$ cat src/rtl/pipe_skid_buf.sv
// Two-entry skid buffer with fully registered in_ready/out_valid handshakes.
// Optional upstream stall counter enabled by defining PIPE_SKID_BUF_STALL_CNT_EN.
module pipe_skid_buf #(
   parameter int unsigned WIDTH     = 8,
   parameter int unsigned CNT_WIDTH = 16
) (
   input  logic                 clk,
   input  logic                 rst_n,
   input  logic                 in_valid,
   output logic                 in_ready,
   input  logic [WIDTH-1:0]     in_data,
   output logic                 out_valid,
   input  logic                 out_ready,
   output logic [WIDTH-1:0]     out_data,
   output logic [CNT_WIDTH-1:0] stall_cnt
);

   typedef enum logic [1:0] {StEmpty, StBusy, StFull} state_e;

   state_e           state_q, state_d;
   logic [WIDTH-1:0] main_q, main_d;
   logic [WIDTH-1:0] skid_q, skid_d;
   logic             in_ready_q, in_ready_d;
   logic             out_valid_q, out_valid_d;
   logic             in_fire, out_fire;

   assign in_ready  = in_ready_q;
   assign out_valid = out_valid_q;
   assign out_data  = main_q;

   assign in_fire  = in_valid & in_ready_q;
   assign out_fire = out_valid_q & out_ready;

   always_comb begin
      state_d = state_q;
      main_d  = main_q;
      skid_d  = skid_q;
      unique case (state_q)
         StEmpty: begin
            if (in_fire) begin
               state_d = StBusy;
               main_d  = in_data;
            end
         end
         StBusy: begin
            if (in_fire && !out_fire) begin
               state_d = StFull;
               skid_d  = in_data;
            end else if (in_fire && out_fire) begin
               main_d = in_data;
            end else if (out_fire) begin
               state_d = StEmpty;
            end
         end
         StFull: begin
            // in_ready is low here, so only the drain side can move
            if (out_fire) begin
               state_d = StBusy;
               main_d  = skid_q;
            end
         end
         default: state_d = StEmpty;
      endcase
      // Handshake flags track the next state so they never see out_ready/in_valid combinationally
      in_ready_d  = (state_d != StFull);
      out_valid_d = (state_d != StEmpty);
   end

   always_ff @(posedge clk) begin
      if (!rst_n) begin
         state_q     <= StEmpty;
         in_ready_q  <= 1'b1;
         out_valid_q <= 1'b0;
      end else begin
         state_q     <= state_d;
         in_ready_q  <= in_ready_d;
         out_valid_q <= out_valid_d;
      end
   end

   // Payload registers carry no reset; their contents are qualified by state
   always_ff @(posedge clk) begin
      main_q <= main_d;
      skid_q <= skid_d;
   end

`ifdef PIPE_SKID_BUF_STALL_CNT_EN
   logic [CNT_WIDTH-1:0] stall_cnt_q, stall_cnt_d;
   logic                 stall;

   assign stall = in_valid & ~in_ready_q;

   always_comb begin
      stall_cnt_d = stall_cnt_q;
      if (stall && (stall_cnt_q != {CNT_WIDTH{1'b1}})) begin
         stall_cnt_d = stall_cnt_q + 1'b1;
      end
   end

   always_ff @(posedge clk) begin
      if (!rst_n) begin
         stall_cnt_q <= '0;
      end else begin
         stall_cnt_q <= stall_cnt_d;
      end
   end

   assign stall_cnt = stall_cnt_q;
`else
   assign stall_cnt = '0;
`endif

endmodule
$ cat config.mk
export PLATFORM = sky130hd
export DESIGN_NAME = pipe_skid_buf
export DESIGN_NICKNAME = d
export VERILOG_FILES = /design/src/rtl/pipe_skid_buf.sv
export SDC_FILE = /design/constraint.sdc
export NUM_CORES = 1
export LEC_CHECK = 0
export CELL_PAD_IN_SITES_DETAIL_PLACEMENT = 1
export CELL_PAD_IN_SITES_GLOBAL_PLACEMENT = 2
export CORE_MARGIN = 3
export CORE_UTILIZATION = 28
export DETAILED_ROUTE_END_ITERATION = 6
export GPL_ROUTABILITY_DRIVEN = 0
export HOLD_SLACK_MARGIN = 0.1
export MAX_ROUTING_LAYER = met4
export PLACE_DENSITY_LB_ADDON = 0.1
export SYNTH_ARGS = -nofsm -noshare
export SYNTH_HDL_FRONTEND = slang
export SYNTH_SLANG_ARGS = --single-unit
$ cat constraint.sdc
create_clock -name clk -period 3.7 [get_ports clk]
set_input_delay 0.925 -clock clk [delete_from_list [all_inputs] [get_ports clk]]
set_output_delay 0.925 -clock clk [all_outputs]
set_load 0.05 [all_outputs]
==> results.sh <==
export IMPL_num_rows=19
export IMPL_netlist_top_cells_area="edfxtp_1 53%, buf_4 13%, mux2_2 11%"
export IMPL_drive_gt1_frac=0.1798
export IMPL_ys_ff_latch=20
export IMPL_grt_max_degree=13
export IMPL_overflow=0
export IMPL_min_path_cells=1
export IMPL_portBuffers=21
export IMPL_setup_viol=0
export IMPL_viasPerCell=3.939
export IMPL_netlist_area_um2=899.6
export IMPL_initial_utilization=0.3102
export IMPL_leakagePower_uw=0.0004265
export IMPL_cts_tree="built"
export IMPL_power_sequential_fraction=0.454
export IMPL_p_int_uw=422.8
export IMPL_pre_cts_slack_ns=1.196
export IMPL_synthSimpleGateAreaFrac=0.09179
export IMPL_drc_errors=0
export IMPL_antenna_found_initial=0
export IMPL_crit_family="buffers and inverters"
export IMPL_dieArea_um2=3929
export IMPL_path_cells="clkdlybuf4s50_1"
export IMPL_hold_ws_ns=0.5676
export IMPL_worst_pin_slew_ns=0.4980
export IMPL_nets=102
export IMPL_rsz0062_at_grt="no"
export IMPL_final_common_cell="clkdlybuf4s50_1"
export IMPL_cts_setup_buffers=0
export IMPL_path_depth=1
export IMPL_ctsHoldBuffers=0
export IMPL_clock_path_buffers=2
export IMPL_core_area_um2=2900
export IMPL_antenna_left=0
export IMPL_power_density_nw_per_um2=526.7
export IMPL_clkSlewWorstSetupHoldPaths_ns=0.12
export IMPL_die_w_um=62.68
export IMPL_max_stage_delay_ns=0.83
export IMPL_clk_latency_ns=0.31
export IMPL_wl_per_cell_um=12.09
export IMPL_drv_slew=0
export IMPL_synth_top_cell_area_share=0.5341
export IMPL_utilization=0.3982
export IMPL_yosys_area_share_xor_xnor=0
export IMPL_path_buf_inv=1
export IMPL_wl_um=1584
export IMPL_cp_arrival_ns=1.55
export IMPL_post_cts_resized=0
export IMPL_outcome="completed"
export IMPL_dr_pass1_iters=5
export IMPL_peakVddDrop_mv=0.2226
export IMPL_p_sw_uw=185.4
export IMPL_cts_max_level=1
export IMPL_switching_share=0.3048
export IMPL_num_vias=516
export IMPL_worst_setup_path_type="reg2out"
export IMPL_clock_sinks=20
export IMPL_grt_first_pass_wirelength_um=2559
export IMPL_period_minus_slack_ns=2.475
export IMPL_skew_ns=0.008967
export IMPL_synth_compound_area_frac=0.02225
export IMPL_synth_top_family_by_area="buffers and inverters"
export IMPL_hp_class="reg2reg"
export IMPL_max_freq_ghz=0.4040
export IMPL_mostFrequentLayoutCells="21 x clkdlybuf4s50_1, 16 x conb_1, 16 x edfxtp_1, 9 x mux2_2"
export IMPL_ys_types=18
export IMPL_synthAdderAreaFrac=0
export IMPL_muxShareOfSynthArea=0.1127
export IMPL_fin_setup_tns_ns=0
export IMPL_track_usage=0.08590
export IMPL_clkPwrFrac=0.298
export IMPL_worstSetupEndpointType="output pin"
export IMPL_pin_count=38
export IMPL_crit_fanout=5
export IMPL_max_cap_violations=0
export IMPL_cp_slowest_cell="clkdlybuf4s50_1"
export IMPL_hold_viol=0
export IMPL_syn_mean_instance_area_um2=14.06
export IMPL_reg2reg_slack_ns=2.12
export IMPL_startpoint_type="flop"
export IMPL_worst_slack_ns=1.225
export IMPL_p_comb_frac=0.248
export IMPL_required_ns=2.77
export IMPL_die_h_um=62.68
export IMPL_num_fill_cells=322
export IMPL_grt_pass1_vias=524
export IMPL_yosysTopAreaCell="edfxtp_1"
export IMPL_synthCells=64
export IMPL_relSlewSlack=0.6670
export IMPL_place_detailed_hpwl_um=1206
export IMPL_root_buffer="clkbuf_4"
export IMPL_num_antenna_cells=0
export IMPL_ys_seq_area_frac=0.6231
export IMPL_syn_to_final_growth_pct=28.37
export IMPL_cts_made_buffers=3
export IMPL_first_iter_violations=16
export IMPL_period_share=0.6690
export IMPL_ys_warn_count=0
export IMPL_r2r_cells=2
## flip-flops by register name, indices dropped and copies added (netlist names)
register and count:
out_data 8, skid_q 8, state_q 2, in_ready 1, out_valid 1
## layout make-up
| type | count | area [um^2] | share of cell area |
|---|---|---|---|
| tap | 42 | 52.55 | 0.04550 |
| clock buffer | 3 | 22.52 | 0.01950 |
| clock inverter | 1 | 30.03 | 0.02600 |
| sequential | 20 | 560.5 | 0.4854 |
| multi-input combinational | 42 | 264.0 | 0.2286 |
| timing repair buffer | 23 | 225.2 | 0.1950 |
## Yosys cell counts (all sizes together)
library cell and count:
or3 1, o21ai 2, nand3 1, nand2b 1, nand4b 1, and4 1, conb 1, dfxtp 4
mux2 9, and3 2, nor3 1, nand2 4, buf 17, nand4 1, a221o 1, edfxtp 16
nor2b 1
## worst paths after layout
check | to | start
worst max register to register | out_data[3] | state_q[1]
worst max-delay path | in_ready | in_ready
worst min-delay path | out_data[2] | skid_q[2]
worst min register to register | out_data[2] | skid_q[2]
## metrics by stage
step	area [um^2]	power [uW]	instances
global route	1155	631.9	131
finish	1155	608.3	131
detailed placement	1102	433.7	127
global placement	1102	432.4	127
floorplan	955.9	399.5	79
CTS	1155	615.3	131
## power by group through the flow
stage	clock [uW]	sequential [uW]	combinational, uW
after detailed placement	0	282	152
after global routing	194	279	159
after global placement	0	281	151
after CTS	187	277	152
after floorplan	0	323	76.2
final	181	276	151
## worst register-to-register path, cell delays in order (launching register included)
cell     delay (ns)
dfxtp_1        0.48
nor2b_2        0.48
mux2_2         0.39
## routing by layer
| layer | up-vias | GRT usage | wire, um |
|---|---|---|---|
| met5 | - | - | 0 |
| met4 | 0 | 0.02479 | 14 |
| met3 | 2 | 0.04137 | 146 |
| met2 | 24 | 0.1358 | 727 |
| met1 | 239 | 0.09652 | 695 |
| li1 | 251 | - | - |
## kinds of logic (layout without fill, tap and decap cells)
kind of cell    count (synthesis)  after routing
flops                          20             20
buf+inv                        17             27
simple gates                   14             14
mux                             9              9
compound gates                  3              3
other cells                     1             16
No activity file was read; power rests on OpenSTA's default activity.
